===== src/rtl/id_stage_pkg.sv =====
// Shared decode types for the ID stage and the atomic-memory sequencer.
package id_stage_pkg;

   typedef enum logic [3:0] {
      AMO_LR,
      AMO_SC,
      AMO_SWAP,
      AMO_ADD,
      AMO_XOR,
      AMO_AND,
      AMO_OR,
      AMO_MIN,
      AMO_MAX,
      AMO_MINU,
      AMO_MAXU
   } amoop_t;

   typedef enum logic [2:0] {
      IDLE,
      RD_REQ,
      RD_WAIT,
      WR_REQ,
      DONE
   } amo_state_t;

endpackage


===== src/rtl/amo_alu.sv =====
// Combinational modify step of a read-modify-write atomic: (op, old, rs2) -> value to store.
module amo_alu
   import id_stage_pkg::*;
#(
   parameter int DATA_WIDTH = 32
) (
   input  amoop_t                amoop,
   input  logic [DATA_WIDTH-1:0] old,
   input  logic [DATA_WIDTH-1:0] rs2,
   output logic [DATA_WIDTH-1:0] upd
);

   function automatic logic [DATA_WIDTH-1:0] smin(input logic signed [DATA_WIDTH-1:0] a,
                                                  input logic signed [DATA_WIDTH-1:0] b);
      return (a < b) ? a : b;
   endfunction

   function automatic logic [DATA_WIDTH-1:0] smax(input logic signed [DATA_WIDTH-1:0] a,
                                                  input logic signed [DATA_WIDTH-1:0] b);
      return (a > b) ? a : b;
   endfunction

   always_comb begin
      upd = rs2;
      case (amoop)
         AMO_LR:   upd = old;
         AMO_ADD:  upd = old + rs2;
         AMO_XOR:  upd = old ^ rs2;
         AMO_AND:  upd = old & rs2;
         AMO_OR:   upd = old | rs2;
         AMO_MIN:  upd = smin(old, rs2);
         AMO_MAX:  upd = smax(old, rs2);
         AMO_MINU: upd = (old < rs2) ? old : rs2;
         AMO_MAXU: upd = (old > rs2) ? old : rs2;
         default:  upd = rs2;
      endcase
   end

endmodule


===== src/rtl/amo_ctrl.sv =====
// RV32A atomic sequencer: owns the data-memory port for read/modify/write and holds the LR/SC reservation.
module amo_ctrl
   import id_stage_pkg::*;
#(
   parameter int DATA_WIDTH = 32,
   parameter int ADDR_WIDTH = 32
) (
   input  logic                  clk,
   input  logic                  arst_n,
   input  logic                  start,
   input  amoop_t                amoop,
   input  logic [ADDR_WIDTH-1:0] addr,
   input  logic [DATA_WIDTH-1:0] rs2_data,
   input  logic                  flush,
   input  logic                  st_snoop_valid,
   input  logic [ADDR_WIDTH-1:0] st_snoop_addr,
   output logic                  dm_req,
   output logic                  dm_we,
   output logic [ADDR_WIDTH-1:0] dm_addr,
   output logic [DATA_WIDTH-1:0] dm_wdata,
   input  logic                  dm_gnt,
   input  logic                  dm_rvalid,
   input  logic [DATA_WIDTH-1:0] dm_rdata,
   output logic                  stall,
   output logic                  done,
   output logic [DATA_WIDTH-1:0] result,
   output logic                  misaligned
);

   amo_state_t            state;
   amoop_t                op_q;
   logic [ADDR_WIDTH-1:0] addr_q;
   logic [ADDR_WIDTH-1:0] resv_addr;
   logic [DATA_WIDTH-1:0] rs2_q;
   logic [DATA_WIDTH-1:0] old_q;
   logic [DATA_WIDTH-1:0] result_q;
   logic [DATA_WIDTH-1:0] upd;
   logic                  resv_valid;
   logic                  mis_q;
   logic                  snoop_hit;
   logic                  unused_snoop_lsb;

   amo_alu #(.DATA_WIDTH(DATA_WIDTH)) u_alu (
      .amoop(op_q),
      .old  (old_q),
      .rs2  (rs2_q),
      .upd  (upd)
   );

   // Plain stores are word-granular for reservation purposes.
   assign snoop_hit        = st_snoop_valid &&
                             (st_snoop_addr[ADDR_WIDTH-1:2] == resv_addr[ADDR_WIDTH-1:2]);
   assign unused_snoop_lsb = ^st_snoop_addr[1:0];

   always_ff @(posedge clk or negedge arst_n) begin
      if (!arst_n) begin
         state      <= IDLE;
         op_q       <= AMO_LR;
         addr_q     <= '0;
         rs2_q      <= '0;
         old_q      <= '0;
         result_q   <= '0;
         mis_q      <= 1'b0;
         resv_valid <= 1'b0;
         resv_addr  <= '0;
      end else begin
         if (flush || snoop_hit) resv_valid <= 1'b0;
         case (state)
            IDLE: begin
               if (start) begin
                  op_q   <= amoop;
                  addr_q <= addr;
                  rs2_q  <= rs2_data;
                  mis_q  <= 1'b0;
                  if (addr[1:0] != 2'b00) begin
                     mis_q    <= 1'b1;
                     result_q <= '0;
                     state    <= DONE;
                  end else if (amoop == AMO_SC) begin
                     if (resv_valid && (resv_addr == addr)) begin
                        result_q <= '0;
                        state    <= WR_REQ;
                     end else begin
                        result_q <= DATA_WIDTH'(1);
                        state    <= DONE;
                     end
                  end else begin
                     state <= RD_REQ;
                  end
               end
            end
            // Flush may only abandon the atomic before the read is granted.
            RD_REQ: begin
               if (dm_gnt)     state <= RD_WAIT;
               else if (flush) state <= IDLE;
            end
            RD_WAIT: begin
               if (dm_rvalid) begin
                  old_q    <= dm_rdata;
                  result_q <= dm_rdata;
                  if (op_q == AMO_LR) begin
                     resv_valid <= 1'b1;
                     resv_addr  <= addr_q;
                     state      <= DONE;
                  end else begin
                     state <= WR_REQ;
                  end
               end
            end
            WR_REQ: begin
               if (dm_gnt) state <= DONE;
            end
            DONE: begin
               if (op_q == AMO_SC) resv_valid <= 1'b0;
               state <= IDLE;
            end
            default: state <= IDLE;
         endcase
      end
   end

   assign dm_req     = (state == RD_REQ) || (state == WR_REQ);
   assign dm_we      = (state == WR_REQ);
   assign dm_addr    = {addr_q[ADDR_WIDTH-1:2], 2'b00};
   assign dm_wdata   = upd;
   assign stall      = (start && (state == IDLE)) || (state == RD_REQ) ||
                       (state == RD_WAIT) || (state == WR_REQ);
   assign done       = (state == DONE);
   assign result     = result_q;
   assign misaligned = (state == DONE) && mis_q;

endmodule

===== config.mk =====
export PLATFORM = sky130hd
export DESIGN_NAME = amo_ctrl
export DESIGN_NICKNAME = d
export VERILOG_FILES = /design/src/rtl/id_stage_pkg.sv /design/src/rtl/amo_alu.sv /design/src/rtl/amo_ctrl.sv
export SDC_FILE = /design/constraint.sdc
export NUM_CORES = 1
export LEC_CHECK = 0
export BUFFER_PORTS_ARGS = -buffer_cell sky130_fd_sc_hd__buf_2
export CORE_MARGIN = 1.5
export CORE_UTILIZATION = 61
export CTS_CLUSTER_DIAMETER = 60
export DETAILED_ROUTE_END_ITERATION = 6
export PLACE_DENSITY = 0.87
export SYNTH_ARGS = -nofsm -noshare
export SYNTH_HDL_FRONTEND = slang
export SYNTH_HIERARCHICAL = 1
export SYNTH_SLANG_ARGS = --single-unit

===== constraint.sdc =====
create_clock -name clk -period 6.3 [get_ports clk]
set_input_delay 0.63 -clock clk [delete_from_list [all_inputs] [get_ports clk]]
set_output_delay 0.63 -clock clk [all_outputs]
set_load 0.01 [all_outputs]

* Word-level counts from Yosys, hierarchy flattened
Cells that the tools add are included. W data, S select, Z words.
Storage, ports and cells: bits in registers 169, output and inout bits 101
Cells by class: add/subtract/negate cells 1, order comparisons 4, equal/unequal tests 21, multiplexer cells 27, bitwise operators 3, reductions and logical operators 18
Operator list (count):
- $pmux W32 S9 | 1
- $mux W32 | 8
- $gt A32 B32 Y1 | 2
- $lt A32 B32 Y1 | 2
- $pmux W32 S2 | 1
- $add A32 B32 Y32 | 1
- $and A32 B32 Y32 | 1
- $eq A32 B32 Y1 | 1
- $or A32 B32 Y32 | 1
- $xor A32 B32 Y32 | 1
- $eq A30 B30 Y1 | 1
- $mux W3 | 9
- $eq A4 B3 Y1 const B | 4
- $eq A4 B4 Y1 const B | 3
- $pmux W3 S4 | 1
- $eq A4 B1 Y1 const B | 2
- $reduce_and A4 Y1 | 2
- $eq A3 B2 Y1 const B | 2
- $mux W1 | 6
- $ne A3 B3 Y1 const B | 2
- $logic_or A1 B1 Y1 | 5
- $eq A4 B2 Y1 const B | 1
- $logic_and A1 B1 Y1 | 4
- $logic_not A4 Y1 | 1
- other kinds (9) | 12

* Longest topological paths before layout
Gate-level depths: netlist of run 1.
depth in word-level cells 7, mapped depth 14, depth with buffers taken out 11

* Modules after synthesis
Netlist of run 1, hierarchy kept.
By module, submodules not included:
- amo_ctrl | instances 1, cells each 516, area each 7383.3 um^2, seq. area each 4229.1 um^2
- amo_alu | instances 1, cells each 716, area each 4899.7 um^2, seq. area each 0.0 um^2

* Worst setup path before layout of run 1
No wires, ideal clock.
kind register to output, start reg old_q[14], end out dm_wdata[23], data arrival time 2.983 ns, setup slack 2.687 ns, cell stages (with the launch flop) 13, buffers on the path 2, cells stage by stage dfrtp_1 -> inv_1 -> ha_1 -> buf_4 -> nor4_2 -> a21boi_0 -> o41ai_4 -> nand2_4 -> mux2_4 -> a21o_1 -> buf_6 -> a22o_1 -> a221o_1
On the way: word-level cells in the longest chain between the ends 3, elaborated cells between the ends (all ways) 10
RTL lines:
- start, declared | RTL line amo_ctrl.sv:35 | logic [DATA_WIDTH-1:0] old_q;
- start signal, assigned | RTL line amo_ctrl.sv:99 | old_q <= dm_rdata;
- $gt A32 B32 Y1, or another cell as far along | RTL line amo_alu.sv:34 | AMO_MAXU: upd = (old > rs2) ? old : rs2;
- $mux W32, on equally long branches
- $pmux W32 S9 (*) | RTL line amo_alu.sv:25 | case (amoop)
- end, declared | RTL line amo_ctrl.sv:20 | output logic [DATA_WIDTH-1:0] dm_wdata,
Mark *: on every way between the ends. The rest lies on a longest branch, timed or not.

* Final worst setup path of run 1
start reg old_q[22], end out dm_wdata[30]
The elaborated chain is that of the path after synthesis.

==> run summary, run 1 <==
Die outline height -> 145 um
Depth of the CTS H-tree -> 4
Leakage power of the design -> 6.82 nW
Buffers inserted by post-CTS timing repair -> 0
Sequential share of power -> 0.236
Status -> completed
Die extent in x -> 145 um
Final ANT Viol Nets -> 0
Initial drt markers -> 1121
Final Routed Wirelength -> 34400 um
Clock skew after layout -> 15.5 ps
Number of buffers added to fix hold violations after cts -> 0
Critical Path, Cell by Cell -> inv_1 -> ha_1 -> nor4_1 -> nand4_1 -> nor3_1 -> nor2_1 -> mux2i_2 -> a211o_1 -> a221oi_1 -> a32oi_1 -> buf_2
Initial antenna violation count -> 4
Number of enable-type register cells in the synthesized netlist -> 0
Clock tree from TritonCTS -> done
Die ar. -> 21000 um^2
Final net count -> 1631
Maximum number of pins on one net before global-route repair -> 102
Final-layout setup total negative slack -> 0 ps
PortBufs -> 235
Clock latency on the worst-skew pair -> 450 ps
Global-route usage over all layers -> 0.327
Most frequent standard cell in the layout excluding fill and tap cells -> sky130_fd_sc_hd__buf_2
Fin crit period -> 5420 ps
Via count of the first global-routing pass -> 10400
Critical path data required time -> 5670 ps
Area growth from synthesis to layout -> 13.2%
First-pass GRT wire length -> 54800 um
Kind of critical path -> reg2out
Post-Synthesis Mean Instance Area -> 9.97 um^2
Post-CTS Resized -> 0
Final Instance Area -> 13900 um^2
Worst path bufs/invs -> 2
Maximum vdd drop -> 0.000368 V
Max-slew violation total from the final report -> 0
FMAX -> 184 MHz
Total clock sinks -> 169
Part of the Yosys area used for sequential elements -> 0.344
Critical path's top delay family -> simple AND/OR/NAND/NOR gates
Power spent charging and discharging nets -> 4.20 mW
Cell Area, Placed -> 13300 um^2
Std-Cell Rows -> 51
Slew @ Worst Pin -> 1230 ps
Synthesized netlist cell count -> 1232
Cts bufs inserted -> 17
Final worst slack -> 876 ps
Headroom to the max-slew limit -> 0.179
Switching Fraction -> 0.493
Core Area -> 19600 um^2
Critical path's largest stage delay -> 730 ps
Ports -> 240
Main flop type after synthesis -> sky130_fd_sc_hd__dfrtp_1
Clock-pin slew reported for the worst setup and hold paths after clock tree synthesis -> 80 ps
Sequential cell area -> 4230 um^2
Share of flip-flops with an asynchronous set or reset -> 1.00
Routed wire per std cell -> 20.5 um
Combinational power share -> 0.635
Part of the total power dissipated in the clock network -> 0.129
Number of distinct library cells after synthesis -> 78
Placement-stage worst setup slack -> 1540 ps
Via Count -> 10500
Per-cell via count in the routed design -> 6.24
Final setup vio count -> 0
Maximum root-to-sink buffer count -> 2
Power density over cell area -> 613 nW/um^2
Post-DP HPWL -> 24100 um
Area taken by multi-input logic gates -> 7110 um^2
1st-pass router iterations -> 6
Capturing element type of the critical path -> primary output
Maximum fanout along the worst path -> 13
GPL Wtd Cong -> 0.950
Share of the clock period used by the worst path after layout -> 0.861
DRC errors left -> 0
Cell-internal power -> 4.32 mW
Fraction of layout cells with a size suffix above 1 -> 0.310
Worst hold path class -> in2async
Count of non-filler cells in the finished layout -> 1677
Worst path arrival time -> 4790 ps
Number of register bits inferred by synthesis -> 169
Library cell contributing the largest single delay on the critical path -> sky130_fd_sc_hd__a211o_1
Starting density of the core -> 0.627
Total congestion overflow after global routing -> 0
RSZ-0062 raised after global routing -> no
MaxCap Viol Count -> 0
Number of endpoints with negative hold slack in the final report -> 0
Min Hold Slack -> 282 ps
Critical Path Source Type -> flop
Netlist Area Pre-Place -> 12300 um^2
Yosys warnings -> 6
Fillcell total -> 1447
Top library cells by usage in the layout, fill and taps aside -> 234 x sky130_fd_sc_hd__buf_2, 169 x sky130_fd_sc_hd__dfrtp_1, 131 x sky130_fd_sc_hd__mux2_2
Root buffer cell -> sky130_fd_sc_hd__clkbuf_16
Placed Instances -> 1641
[power groups by stage]
| stage | registers [mW] | logic, mW | clock network, mW |
|---|---|---|---|
| global placement | 1.97 | 5.10 | 0 |
| global route | 2.07 | 5.83 | 1.17 |
| CTS | 2.00 | 5.31 | 1.12 |
| finish | 2.01 | 5.41 | 1.10 |
| floorplan | 1.88 | 4.03 | 0 |
| detailed placement | 2.01 | 5.24 | 0 |
[per-stage QoR]
step,util,power (mW)
floorplan,-,5.92
global placement,0.677,7.06
detailed placement,0.677,7.25
CTS,0.709,8.42
global route,0.710,9.06
finish,0.710,8.52
[cell usage after synthesis, types with 27 or more instances]
| cell | number | share of area |
|---|---|---|
| sky130_fd_sc_hd__dfrtp_1 | 169 | 0.34 |
| sky130_fd_sc_hd__xnor2_1 | 29 | 0.021 |
| sky130_fd_sc_hd__a22o_1 | 36 | 0.026 |
| sky130_fd_sc_hd__mux2_2 | 131 | 0.12 |
| sky130_fd_sc_hd__a21oi_1 | 69 | 0.028 |
| sky130_fd_sc_hd__inv_1 | 80 | 0.024 |
| sky130_fd_sc_hd__xor2_1 | 54 | 0.039 |
| sky130_fd_sc_hd__ha_1 | 96 | 0.098 |
| sky130_fd_sc_hd__buf_4 | 36 | 0.022 |
| sky130_fd_sc_hd__o21ai_0 | 48 | 0.020 |
| sky130_fd_sc_hd__nor2_1 | 55 | 0.017 |
| sky130_fd_sc_hd__clkbuf_1 | 27 | 0.0083 |
| sky130_fd_sc_hd__nand2_1 | 51 | 0.016 |
[registers in the layout, indices dropped and copies added, names as in the netlist]
register,cells
addr_q,32
old_q,32
result,32
resv_addr,32
rs2_q,32
op_q,4
state,3
mis_q,1
resv_valid,1
[per-layer routing]
layer	wire length [um]	share of wire	track usage	vias up
met5	0	0	0	-
met4	1330	0.039	0.159	0
met3	2660	0.077	0.0670	100
met2	16400	0.48	0.530	545
met1	14000	0.41	0.418	5077
li1	-	-	-	4744
[worst paths after layout]
kind | startpoint | end | slack, ps | cells after the start
max | old_q[22]$_DFFE_PN0P_ | dm_wdata[30] | 880 | 11
min | arst_n | result[29]$_DFFE_PN0P_ | 280 | 1
max reg2reg | op_q[0]$_DFFE_PN0P_ | resv_addr[24]$_DFFE_PN0P_ | 3650 | 4
min reg2reg | mis_q$_DFFE_PN0P_ | mis_q$_DFFE_PN0P_ | 480 | 1
max in group asynchronous | arst_n | old_q[11]$_DFFE_PN0P_ | 4630 | 2
min in group clk | rs2_data[19] | rs2_q[19]$_DFFE_PN0P_ | 420 | 2
[layout make-up]
class	instances	share of cell area
Sequential cell	169	0.304
Multi-Input combinational cell	877	0.512
Tap cell	265	0.0238
Clock inverter	15	0.0151
Clock buffer	17	0.0306
Antenna cell	4	0.000720
Inverter	83	0.0224
Timing Repair Buffer	247	0.0915
[worst register-to-register path: stages (launching register included)]
cell                      delay (ps)
sky130_fd_sc_hd__dfrtp_1         380
sky130_fd_sc_hd__buf_4           260
sky130_fd_sc_hd__nor4_1          700
sky130_fd_sc_hd__nand2_2         660
sky130_fd_sc_hd__mux2_1          530
[cells by family after synthesis]
group,after synthesis,synth area share
mux,157,0.143
compound gates,319,0.184
flops,169,0.344
fa+ha+maj,97,0.0994
buf+inv,187,0.0769
simple gates,219,0.0925
xor+xnor,83,0.0592
other cells,1,0.000305
Power figures use the tool's default switching activity.
==> run 2, diff against run 1 <==
Settings changed: CELL_PAD_IN_SITES_DETAIL_PLACEMENT from default to 2, CELL_PAD_IN_SITES_GLOBAL_PLACEMENT from default to 2, CORE_UTILIZATION 61 to 38, PLACE_DENSITY 0.87 to default, PLACE_DENSITY_LB_ADDON from default to 0.1.
==> run 2 against run 1 <==
Highest routed layer is now met5. Largest cell class unchanged. Clock skew down 6.5 ps. Flip-flop and latch count did not move. Clock power barely moved. Sequential share of layout area decreased by 0.38 points. Count of clock-buffer cells in the layout grew 2.
==> run summary, run 2 (same netlist as run 1, synthesis figures left out) <==
Final worst slack -> 849 ps
Last element of the critical path -> dm_wdata[30]
Area growth from synthesis to layout -> 14.6%
Final net count -> 1634
Die extent in x -> 183 um
Worst path bufs/invs -> 2
Critical path data required time -> 5670 ps
Critical path's largest stage delay -> 660 ps
Placed Instances -> 1781
Final-layout setup total negative slack -> 0 ps
Kind of critical path -> reg2out
Number of buffers added to fix hold violations after cts -> 0
Root buffer cell -> sky130_fd_sc_hd__clkbuf_16
1st-pass router iterations -> 5
Worst path arrival time -> 4820 ps
Worst reg-to-reg path cell count -> 5
Post-DP HPWL -> 30100 um
Routed wire per std cell -> 22.8 um
Headroom to the max-slew limit -> 0.267
Capturing element type of the critical path -> primary output
Status -> completed
PortBufs -> 235
Maximum fanout along the worst path -> 18
Core Area -> 31700 um^2
Initial antenna violation count -> 8
Clock skew after layout -> 9.02 ps
Clock latency on the worst-skew pair -> 450 ps
Power density over cell area -> 620 nW/um^2
Max-slew violation total from the final report -> 0
Critical path's top delay family -> simple AND/OR/NAND/NOR gates
Critical Path Source Type -> flop
Clock tree from TritonCTS -> done
Std-Cell Rows -> 65
Critical Path, Cell by Cell -> inv_1 -> ha_1 -> nor4_2 -> nand4_1 -> nor3_1 -> o211ai_1 -> mux2_4 -> a21o_1 -> a221oi_1 -> a32oi_1 -> buf_2
Post-CTS Resized -> 0
Initial drt markers -> 498
Die ar. -> 33400 um^2
Ports -> 240
Most frequent standard cell in the layout excluding fill and tap cells -> sky130_fd_sc_hd__buf_2
Stages on worst setup path -> 11
Maximum number of pins on one net before global-route repair -> 73
First-pass GRT wire length -> 65000 um
Starting density of the core -> 0.387
Total congestion overflow after global routing -> 0
Startpoint of the most critical register-to-register path -> state[1]$_DFFE_PN0P_
GPL Wtd Cong -> 0.810
Clock-pin slew reported for the worst setup and hold paths after clock tree synthesis -> 70 ps
Overall power consumption -> 8.73 mW
Fin crit period -> 5450 ps
FMAX -> 183 MHz
Total clock sinks -> 169
R2R Setup Slk -> 2960 ps
Final Routed Wirelength -> 41500 um
RSZ-0062 raised after global routing -> no
RR Endpoint -> resv_addr[24]$_DFFE_PN0P_
Cts bufs inserted -> 17
Final setup vio count -> 0
Worst setup startpoint -> old_q[29]$_DFFE_PN0P_
Global-route usage over all layers -> 0.254
Via Count -> 10200
Leakage power of the design -> 6.84 nW
DRC errors left -> 0
Via count of the first global-routing pass -> 11300
Maximum root-to-sink buffer count -> 2
Number of endpoints with negative hold slack in the final report -> 0
Fraction of layout cells with a size suffix above 1 -> 0.313
Maximum vdd drop -> 0.000285 V
Placement-stage worst setup slack -> 1380 ps
Top library cells by usage in the layout, fill and taps aside -> 234 x sky130_fd_sc_hd__buf_2, 169 x sky130_fd_sc_hd__dfrtp_1, 131 x sky130_fd_sc_hd__mux2_2
Final ANT Viol Nets -> 0
Worst hold path class -> in2async
Per-cell via count in the routed design -> 5.64
MaxCap Viol Count -> 0
Buffers inserted by post-CTS timing repair -> 0
Slew @ Worst Pin -> 1100 ps
Library cell contributing the largest single delay on the critical path -> sky130_fd_sc_hd__nor3_1
Count of non-filler cells in the finished layout -> 1816
Die outline height -> 183 um
Share of the clock period used by the worst path after layout -> 0.865
Depth of the CTS H-tree -> 4
-- run 2: cell count changes in the layout (fill, tap and decap cells not counted), sizes merged --
cell	delta
buf	+3
bufinv	+2
clkbuf	+2
clkinv	-4
inv	-1
-- run 2: area by class of cell --
class | instances | area, um^2
inverters | 83 | 312
fillers | 3502 | 17600
repair buffers | 250 | 1290
multi-input cells | 877 | 7130
clock buffers | 19 | 453
well taps | 402 | 503
diodes | 4 | 10.0
clock inverters | 12 | 155
flip-flops and latches | 169 | 4230
-- run 2: worst min path at each step --
stage                            startpoint                endpoint  slack (ps)  depth (start not counted)
after floorplan                      arst_n   addr_q[0]$_DFFE_PN0P_         330                          0
after global placement    mis_q$_DFFE_PN0P_       mis_q$_DFFE_PN0P_         470                          1
after detailed placement  mis_q$_DFFE_PN0P_       mis_q$_DFFE_PN0P_         480                          1
after CTS                            arst_n  result[25]$_DFFE_PN0P_         120                          1
after global routing                 arst_n  result[25]$_DFFE_PN0P_         140                          1
final                                arst_n  result[25]$_DFFE_PN0P_         120                          1
-- run 2: through the flow --
stage	hold WS [ps]	area [um^2]	util
floorplan	334	12300	-
global placement	468	13500	0.424
detailed placement	476	13500	0.424
CTS	123	14100	0.444
global route	140	14100	0.444
finish	120	14100	0.444
-- run 2: power breakdown --
group / internal, mW / switching [mW]
logic: 2.27 / 3.32
registers: 1.51 / 0.512
clock network: 0.617 / 0.496
total: 4.40 / 4.33
-- run 2: layer usage --
| layer | GRT usage | vias up | wire [um] |
|---|---|---|---|
| met5 | 0 | - | 50 |
| met4 | 0.0620 | 8 | 585 |
| met3 | 0.0606 | 44 | 2120 |
| met2 | 0.434 | 218 | 20400 |
| met1 | 0.322 | 5211 | 18300 |
| li1 | - | 4758 | - |
